**src/rtl/car_odometer_ctrl.sv**
```systemverilog
// Odometer sequencer: turns forward/backward drive levels into unit-distance ticks,
// enforces a dead-time gap on reversal and accumulates a wrapping mileage count.
module car_odometer_ctrl #(
  parameter int CLK_PER_UNIT = 100_000_000,
  parameter int REV_GAP      = 1000,
  parameter int MILE_W       = 16
) (
  input  logic              clk,
  input  logic              rst_n,
  input  logic              move_forward,
  input  logic              move_backward,
  input  logic              clear_req,
  output logic              clear_ack,
  output logic              unit_tick,
  output logic [MILE_W-1:0] mile,
  output logic              rollover,
  output logic [1:0]        dir
);

  localparam int PW = $clog2(CLK_PER_UNIT);
  localparam int GW = $clog2(REV_GAP + 1);
  localparam logic [PW-1:0] PRE_MAX = PW'(CLK_PER_UNIT - 1);
  localparam logic [GW-1:0] GAP_MAX = GW'(REV_GAP - 1);

  typedef enum logic [2:0] {S_IDLE, S_FWD, S_BWD, S_GAP, S_CLEAR} state_t;
  typedef enum logic [1:0] {LD_NONE, LD_FWD, LD_BWD} ldir_t;

  state_t            r_state, w_state_nxt;
  ldir_t             r_ldir, w_ldir_nxt, w_gap_dir;
  logic [PW-1:0]     r_pre, w_pre_nxt;
  logic [GW-1:0]     r_gap, w_gap_nxt;
  logic [MILE_W-1:0] r_mile, w_mile_nxt;
  logic              r_roll, w_roll_nxt;
  logic              r_tick, w_tick_nxt;
  logic              r_ack, w_ack_nxt;
  logic [1:0]        r_dir, w_dir_nxt;
  logic              w_fwd_v, w_bwd_v, w_count, w_enter_gap;

  // Both levels high is ambiguous drive and counts as no motion.
  assign w_fwd_v = move_forward & ~move_backward;
  assign w_bwd_v = move_backward & ~move_forward;

  always_comb begin
    w_state_nxt = r_state;
    w_ldir_nxt  = r_ldir;
    w_pre_nxt   = r_pre;
    w_gap_nxt   = r_gap;
    w_mile_nxt  = r_mile;
    w_roll_nxt  = r_roll;
    w_tick_nxt  = 1'b0;
    w_ack_nxt   = 1'b0;
    w_count     = 1'b0;
    w_enter_gap = 1'b0;
    w_gap_dir   = LD_NONE;
    if (clear_req) begin
      w_state_nxt = S_CLEAR;
      w_ldir_nxt  = LD_NONE;
      w_pre_nxt   = '0;
      w_gap_nxt   = '0;
      w_mile_nxt  = '0;
      w_roll_nxt  = 1'b0;
      w_ack_nxt   = 1'b1;
    end else begin
      unique case (r_state)
        S_IDLE: begin
          if (w_fwd_v) begin
            if (r_ldir != LD_BWD) w_state_nxt = S_FWD;
            else begin w_enter_gap = 1'b1; w_gap_dir = LD_FWD; end
          end else if (w_bwd_v) begin
            if (r_ldir != LD_FWD) w_state_nxt = S_BWD;
            else begin w_enter_gap = 1'b1; w_gap_dir = LD_BWD; end
          end
        end
        S_FWD: begin
          w_ldir_nxt = LD_FWD;
          if (w_fwd_v)      w_count = 1'b1;
          else if (w_bwd_v) begin w_enter_gap = 1'b1; w_gap_dir = LD_BWD; end
          else              w_state_nxt = S_IDLE;
        end
        S_BWD: begin
          w_ldir_nxt = LD_BWD;
          if (w_bwd_v)      w_count = 1'b1;
          else if (w_fwd_v) begin w_enter_gap = 1'b1; w_gap_dir = LD_FWD; end
          else              w_state_nxt = S_IDLE;
        end
        S_GAP: begin
          if (r_gap == GAP_MAX) begin
            if (w_fwd_v && r_ldir == LD_FWD)      w_state_nxt = S_FWD;
            else if (w_bwd_v && r_ldir == LD_BWD) w_state_nxt = S_BWD;
            else                                  w_state_nxt = S_IDLE;
          end else begin
            w_gap_nxt = r_gap + GW'(1);
          end
        end
        S_CLEAR: w_state_nxt = S_IDLE;
        default: w_state_nxt = S_IDLE;
      endcase
    end

    // Reversal always restarts the unit from zero in the new direction.
    if (w_enter_gap) begin
      w_state_nxt = S_GAP;
      w_ldir_nxt  = w_gap_dir;
      w_pre_nxt   = '0;
      w_gap_nxt   = '0;
    end

    if (w_count) begin
      if (r_pre == PRE_MAX) begin
        w_pre_nxt  = '0;
        w_mile_nxt = r_mile + MILE_W'(1);
        w_tick_nxt = 1'b1;
        if (&r_mile) w_roll_nxt = 1'b1;
      end else begin
        w_pre_nxt = r_pre + PW'(1);
      end
    end

    unique case (w_state_nxt)
      S_FWD:   w_dir_nxt = 2'b01;
      S_BWD:   w_dir_nxt = 2'b10;
      default: w_dir_nxt = 2'b00;
    endcase
  end

  always_ff @(posedge clk or negedge rst_n) begin
    if (!rst_n) begin
      r_state <= S_IDLE;
      r_ldir  <= LD_NONE;
      r_pre   <= '0;
      r_gap   <= '0;
      r_mile  <= '0;
      r_roll  <= 1'b0;
      r_tick  <= 1'b0;
      r_ack   <= 1'b0;
      r_dir   <= 2'b00;
    end else begin
      r_state <= w_state_nxt;
      r_ldir  <= w_ldir_nxt;
      r_pre   <= w_pre_nxt;
      r_gap   <= w_gap_nxt;
      r_mile  <= w_mile_nxt;
      r_roll  <= w_roll_nxt;
      r_tick  <= w_tick_nxt;
      r_ack   <= w_ack_nxt;
      r_dir   <= w_dir_nxt;
    end
  end

  assign clear_ack = r_ack;
  assign unit_tick = r_tick;
  assign mile      = r_mile;
  assign rollover  = r_roll;
  assign dir       = r_dir;

endmodule

```
**config.mk**
```make
export PLATFORM = sky130hd
export DESIGN_NAME = car_odometer_ctrl
export DESIGN_NICKNAME = d
export VERILOG_FILES = /design/src/rtl/car_odometer_ctrl.sv
export SDC_FILE = /design/constraint.sdc
export NUM_CORES = 1
export LEC_CHECK = 0
export CORE_UTILIZATION = 63
export DETAILED_ROUTE_END_ITERATION = 12
export PLACE_DENSITY = 0.85
export SYNTH_ARGS = -nofsm -noshare
export SYNTH_HDL_FRONTEND = slang
export SYNTH_SLANG_ARGS = --single-unit
```
**constraint.sdc**
```tcl
create_clock -name clk -period 3.7 [get_ports clk]
set_input_delay 0.74 -clock clk [delete_from_list [all_inputs] [get_ports clk]]
set_output_delay 0.74 -clock clk [all_outputs]
set_load 0.05 [all_outputs]
```
==> results of run 1 <==
==> cell families after synthesis <==
family	synth area share, %
muxes	2.87
buffers and inverters	4.09
AOI/OAI and AO/OA	14.4
xor gates and xnor gates	2.51
DFF	45.2
and+or+nand+nor	29.8
adders and majority gates	1.08
==> cell type report <==
cell class / count / area, sq um
multi-input cells: 290 / 1770
flip-flops and latches: 63 / 1580
fillers: 372 / 1250
repair buffers: 28 / 268
clock buffers: 12 / 145
well taps: 70 / 87.6
inverters: 15 / 56.3
clock inverters: 4 / 45.0
==> worst max-delay path, stage by stage <==
cell,delay (ps)
clkdlybuf4s50_1,570
nor4bb_1,290
o21ai_1,270
nand3b_1,530
or3_1,490
a21oi_1,150
==> power by group through the flow <==
| stage | Clock, W | Sequential [W] | Combinational, W |
|---|---|---|---|
| 6_report | 0.000584 | 0.000700 | 0.0000769 |
| 5_1_grt | 0.000623 | 0.000700 | 0.0000855 |
| 4_1_cts | 0.000596 | 0.000699 | 0.0000777 |
| 3_5_place_dp | 0 | 0.000712 | 0.0000772 |
| 3_3_place_gp | 0 | 0.000712 | 0.0000757 |
| 2_1_floorplan | 0 | 0.000712 | 0.0000461 |
==> synth_stat cells, drive strengths merged, types with 6 or more instances <==
cell | number | area [sq um]
nand2 | 24 | 90.1
a21oi | 36 | 184
nor3 | 9 | 50.1
o21ai | 30 | 150
buf | 9 | 45.0
nand3b | 6 | 45.0
nand3 | 38 | 195
inv | 15 | 56.3
a21o | 8 | 60.1
clkbuf | 11 | 41.3
mux2i | 10 | 100
or3 | 19 | 124
nand4 | 10 | 68.8
nor2 | 23 | 86.3
and3 | 12 | 75.1
dfrtp | 63 | 1580
==> worst paths after layout <==
check,slack [ps],cells after the start,end,from
setup / recovery,920,6,mile[8],move_forward
hold / removal,480,1,r_pre[23],r_pre[23]
setup reg to reg,1360,5,mile[8],r_pre[19]
hold reg to reg,480,1,r_pre[23],r_pre[23]
max in group asynchronous,2300,2,r_pre[14],rst_n
min in group asynchronous,600,1,dir[1],rst_n
==> sequential cells by signal, summed over array words and instances (netlist names) <==
register / cells
r_gap: 10
unit_tick: 1
r_state: 3
r_ldir: 2
dir: 2
rollover: 1
clear_ack: 1
r_pre: 27
mile: 16
==> per-stage QoR <==
| step | setup slack (ps) | std cells | power (W) | instance area, sq um | hold slack (ps) |
|---|---|---|---|---|---|
| 2_1_floorplan | 1620 | 388 | 0.000758 | 3490 | 443 |
| 3_5_place_dp | 590 | 466 | 0.000790 | 3760 | 477 |
| 6_report | 920 | 482 | 0.00136 | 3950 | 476 |
| 3_3_place_gp | 696 | 466 | 0.000788 | 3760 | 467 |
| 4_1_cts | 963 | 482 | 0.00137 | 3950 | 486 |
| 5_1_grt | 640 | 482 | 0.00141 | 3950 | 502 |
==> layer usage <==
metal / vias up / global-route usage, % / share of wire (%)
met4: 0 / 13.7 / 1.3
met5: - / 0 / 0
li1: 1462 / - / -
met3: 13 / 3.71 / 3.4
met2: 58 / 45.9 / 48
met1: 1447 / 36.1 / 47
==> metrics.md, run 1 <==
| Metric | Value |
|---|---|
| Worst Hold Class | `reg -> reg` |
| Synth Register Bits | `63` |
| Vias in the first global route | `2851` |
| CP Capture Type | `flop` |
| RD Place Congestion | `0.856` |
| Post-synth EDFFs | `0` |
| Final Hold Viols | `0` |
| P&R area growth vs syn | `13.4%` |
| Status | `finished clean` |
| Switching Power | `0.000315 W` |
| Final Cycle Share | `75.1%` |
| Final net count | `415` |
| P_leak | `1.65 nW` |
| Fmax | `approximately 360 MHz` |
| Die width | `between 70 and 80 um` |
| Startpoint class of the critical path | `input pin` |
| Req. time, crit path | `3970 ps` |
| Cts bufs inserted | `9` |
| Total number of H-tree levels | `3` |
| Net Sw Frac | `23.2%` |
| Unrepaired setup endpoints after global routing | `no` |
| Syn nets | `between 300 and 400` |
| Share of layout cells above drive strength 1 | `6.80%` |
| Io pins | `26` |
| Drt wl/cell | `15.4 um` |
| Via count | `2980` |
| Sequential share of power | `51.4%` |
| Worst-path maximum fanout | `17` |
| Syn Area/Cell | `8.98 sq um` |
| Int Power | `0.00105 W` |
| PD cells | `344 nW/um^2` |
| Area of the mapped netlist | `between 3000 and 4000 sq um` |
| Critical path type | `in -> reg` |
| Die height | `76.4 um` |
| Clock tree from TritonCTS | `yes` |
| Initial antenna violation count | `0` |
| Max VDD drop | `0.230 mV` |
| Comb pwr share | `5.6%` |
| Post-synthesis sequential area ratio | `a little under half` |
| TritonRoute pass-1 iters | `4` |
| Netlist cell types | `50` |
| Post-CTS Setup Bufs | `0` |
| DRT iter0 DRCs | `roughly 220` |
| Die area | `5830 sq um` |
| Vias/cell | `6.18` |
| Post-layout util | `between 70% and 80%` |
| Max-cap viol count | `0` |
| Relative slew slack | `22.0%` |
| Most common cell after layout, fill and taps aside | `dfrtp_1` |
| Syn Inst Count | `around 390` |
| Commonest register cell after synthesis | `dfrtp_1` |
| Final setup fails | `0` |
| GRT overflow | `0` |
| Setup TNS Final | `0 ps` |
| Final ANT Viol Nets | `0` |
| DP HPWL | `4930 um` |
| Starting density of the core | `approximately two thirds` |
| Worst Path Arrival | `3050 ps` |
| Most frequent cells in the layout | `dfrtp_1, nand3_1, a21oi_1, o21ai_0` |
| Clk slew on worst S/H paths | `~70 ps` |
| Clk pwr share | `42.9%` |
| Clock Sinks | `63` |
| CTS Buffer Depth | `2` |
| Hold buffer count at cts | `0` |
| Total wire length | `7420 um` |
| Least-Margin Pin Slew | `roughly 1200 ps` |
| Core Footprint | `5200 sq um` |
| Global-route wire length before repair | `12900 um` |
| Fin. max-slew vios | `0` |
| Total track usage | `27.8%` |
| PortBufs | `25` |
| Asr flop ratio synth | `100%` |
| Final Skew | `9.70 ps` |
| Synth warn | `0` |
| DRC errors left | `0` |
| Largest net degree at the start of global routing | `between 50 and 60` |
| Inserted Diodes | `0` |
| Rows | `26` |
| Post-CTS sizing | `0` |
| Root cell of the clock tree | `clkbuf_8` |
| Min Tclk post-route | `2780 ps` |
| Clk Latency, worst-skew pair | `340 ps` |
Note: power is estimated with default switching activity, not from simulation.
==> inputs of run 2 (changes only) <==
Settings changed: CORE_UTILIZATION 63 to 59, PLACE_DENSITY 0.85 to 0.8.
Clock period 3.7 ns to 2.8 ns, I/O delays scaled along.
==> run 2 against run 1 <==
Via count rose by 0.94%; clock power rose by 14%; register-to-register slack got worse by 840 ps; sequential power rose by 32%; first-iteration DRC count fell by 19%; cell count rose by 1.7%; largest power group unchanged; largest cell class unchanged; global-route usage fell by 1.0 points; wire length rose by 1.4%; critical path type unchanged; clock-buffer cell count did not move; flip-flop and latch count did not move; worst hold slack got worse by 210 ps; sequential share of layout area fell by 0.40 points.
==> metrics.md, run 2 (synthesized netlist as in run 1, its figures left out) <==
| Metric | Value |
|---|---|
| Starting density of the core | `62.2% (-4.8 points)` |
| Startpoint class of the critical path | `input pin` |
| Comb pwr share | `6.3% (+0.7 points)` |
| P&R area growth vs syn | `14.5%` |
| Depth of the most critical reg-to-reg path | `6 (+1)` |
| Reg2reg setup slack | `520 ps (-840 ps)` |
| Critical Path Slowest Stage Cell | `clkdlybuf4s50_1` |
| Final Cycle Share | `86.8%` |
| Largest net degree at the start of global routing | `36 (-31%)` |
| Initial antenna violation count | `0 (unchanged)` |
| Total wire length | `7520 um (+1.4%)` |
| Status | `finished clean` |
| PD cells | `425 nW/um^2 (+23%)` |
| DP HPWL | `5120 um (+3.7%)` |
| Die height | `78.9 um (+3.2%)` |
| Sequential share of power | `54.5% (+3.1 points)` |
| Reg2reg start | `r_pre[0]` |
| Max-cap viol count | `0 (unchanged)` |
| P_leak | `1.67 nW (+1.0%)` |
| Global-route wire length before repair | `13000 um (+0.64%)` |
| Io pins | `26 (unchanged)` |
| Crit-path cells | `clkdlybuf4s50_1 -> nor4bb_1 -> o21ai_1 -> buf_4 -> a21o_1 -> or3_1 -> nand3_1` |
| Worst Hold Class | `in -> async` |
| CP Capture Type | `flop` |
| Via count | `3008 (+0.94%)` |
| Die area | `6220 sq um (+6.6%)` |
| TritonRoute pass-1 iters | `4 (unchanged)` |
| Most frequent cells in the layout | `dfrtp_1, nand3_1, a21oi_1, o21ai_0` |
| FF-to-FF End | `r_pre[22]` |
| Rows | `27 (+3.8%)` |
| Fin. max-slew vios | `0 (unchanged)` |
| DRC errors left | `0 (unchanged)` |
| CTS Buffer Depth | `2 (unchanged)` |
| GRT overflow | `0 (unchanged)` |
| Fillers | `452 (+22%)` |
| Drt wl/cell | `15.4 um (-0.25%)` |
| Hold buffer count at cts | `0 (unchanged)` |
| Setup TNS Final | `0 ps (unchanged)` |
| DRT iter0 DRCs | `178 (-19%)` |
| Critical path type | `in -> reg` |
| Int Power | `0.00127 W (+22%)` |
| PortBufs | `25 (unchanged)` |
| Total number of H-tree levels | `3 (unchanged)` |
| Biggest register | `r_pre` |
| Largest stage delay, worst path | `580 ps (about the same)` |
| Relative slew slack | `51.1% (+29 points)` |
| Clk pwr share | `39.2% (-3.7 points)` |
| RD Place Congestion | `0.833 (-2.7%)` |
| Post-CTS Setup Bufs | `0 (unchanged)` |
| Clk Latency, worst-skew pair | `350 ps (about the same)` |
| Final ANT Viol Nets | `0 (unchanged)` |
| Worst Path Arrival | `2700 ps (-350 ps)` |
| Most common cell after layout, fill and taps aside | `dfrtp_1` |
| Crit path from | `move_forward` |
| Unrepaired setup endpoints after global routing | `no` |
| Fmax | `between 400 and 500 MHz` |
| Post-layout util | `71.2% (-4.7 points)` |
| Vias in the first global route | `2870 (+0.67%)` |
| Critical path endpoint | `r_pre[17]` |
| Root cell of the clock tree | `clkbuf_8` |
| Clk slew on worst S/H paths | `70 ps (about the same)` |
| Final setup fails | `0 (unchanged)` |
| Net Sw Frac | `25.1% (+1.9 points)` |
| Final net count | `421 (+1.4%)` |
| Final Skew | `8.79 ps (-0.912 ps)` |
| Least-Margin Pin Slew | `733 ps (-437 ps)` |
| Max VDD drop | `0.359 mV (+56%)` |
| Clock Sinks | `63 (unchanged)` |
| Inserted Diodes | `0 (unchanged)` |
| Max reg flops | `27 (unchanged)` |
| Cts bufs inserted | `9 (unchanged)` |
| Final Hold Viols | `0 (unchanged)` |
| Min Tclk post-route | `2430 ps` |
| Vias/cell | `6.14 (-0.71%)` |
| Clock tree from TritonCTS | `yes` |
| Share of layout cells above drive strength 1 | `7.89% (+1.1 points)` |
| Core Footprint | `5610 sq um (+7.7%)` |
| Post-CTS sizing | `0 (unchanged)` |
| Req. time, crit path | `3070 ps (-900 ps)` |
| Switching Power | `0.000426 W (+35%)` |
| Die width | `78.9 um (+3.2%)` |
| Worst-path maximum fanout | `12 (-5)` |
| Total track usage | `26.8% (-1.0 points)` |
-- run 2: changes by cell type in the layout (fill, tap and decap cells not counted), sizes merged --
cell,change
buf,+6
bufinv,-1
clkinvlp,+1
-- run 2: metrics by stage --
| stage | total power [W] | worst slack, ps | std cells | hold WS (ps) | instance area [sq um] |
|---|---|---|---|---|---|
| finish | 0.00170 | 370 | 490 | 265 | 3990 |
| global route | 0.00175 | 206 | 490 | 330 | 3990 |
| CTS | 0.00170 | 386 | 490 | 289 | 3990 |
| detailed placement | 0.00105 | 47.2 | 474 | 483 | 3830 |
| global placement | 0.00105 | 169 | 474 | 459 | 3830 |
| floorplan | 0.00100 | 731 | 388 | 264 | 3490 |
-- run 2: layer usage --
metal / wire length [um] / share of wire (%) / GRT usage (%)
met3: 242 / 3.2 / 4.83
met4: 176 / 2.3 / 15.1
met1: 3600 / 48 / 36.4
met5: 0 / 0 / 0
met2: 3500 / 47 / 40.4
-- run 2: layout make-up --
| class | count | area, sq um | share of cell area (%) |
|---|---|---|---|
| multi-input combinational | 290 | 1770 | 44.4 |
| sequential | 63 | 1580 | 39.5 |
| timing repair buffer | 34 | 338 | 8.46 |
| clock buffer | 12 | 135 | 3.39 |
| tap | 72 | 90.1 | 2.26 |
| inverter | 15 | 56.3 | 1.41 |
| clock inverter | 4 | 22.5 | 0.564 |
-- run 2: worst min-delay path by stage --
stage | slack, ps | cells after the start | end | startpoint
after floorplan | 260 | 0 | clear_ack | rst_n
after global placement | 460 | 1 | r_pre[23] | r_pre[23]
after detailed placement | 480 | 1 | r_pre[23] | r_pre[23]
after CTS | 290 | 1 | r_gap[0] | rst_n
after global routing | 330 | 1 | r_gap[0] | rst_n
final | 270 | 1 | r_gap[0] | rst_n
-- run 2: power by group through the flow --
stage          clock network [W]   logic, W  registers [W]
4_1_cts                 0.000673   0.000108       0.000924
3_5_place_dp                   0   0.000107       0.000941
6_report                0.000664   0.000107       0.000925
3_3_place_gp                   0   0.000104       0.000941
5_1_grt                 0.000706   0.000120       0.000925
2_1_floorplan                  0  0.0000610       0.000940
-- run 2: critical path: cells and delay by family --
kind	cells	cell delay [ps]
buf+inv	2	780
simple gates	3	860
compound gates	2	510
==> inputs of run 3 (changes only) <==
Settings changed: TNS_END_PERCENT from default to 1.
==> results of run 3 <==
Final layout, timing and power as in run 2 (identical DEF).
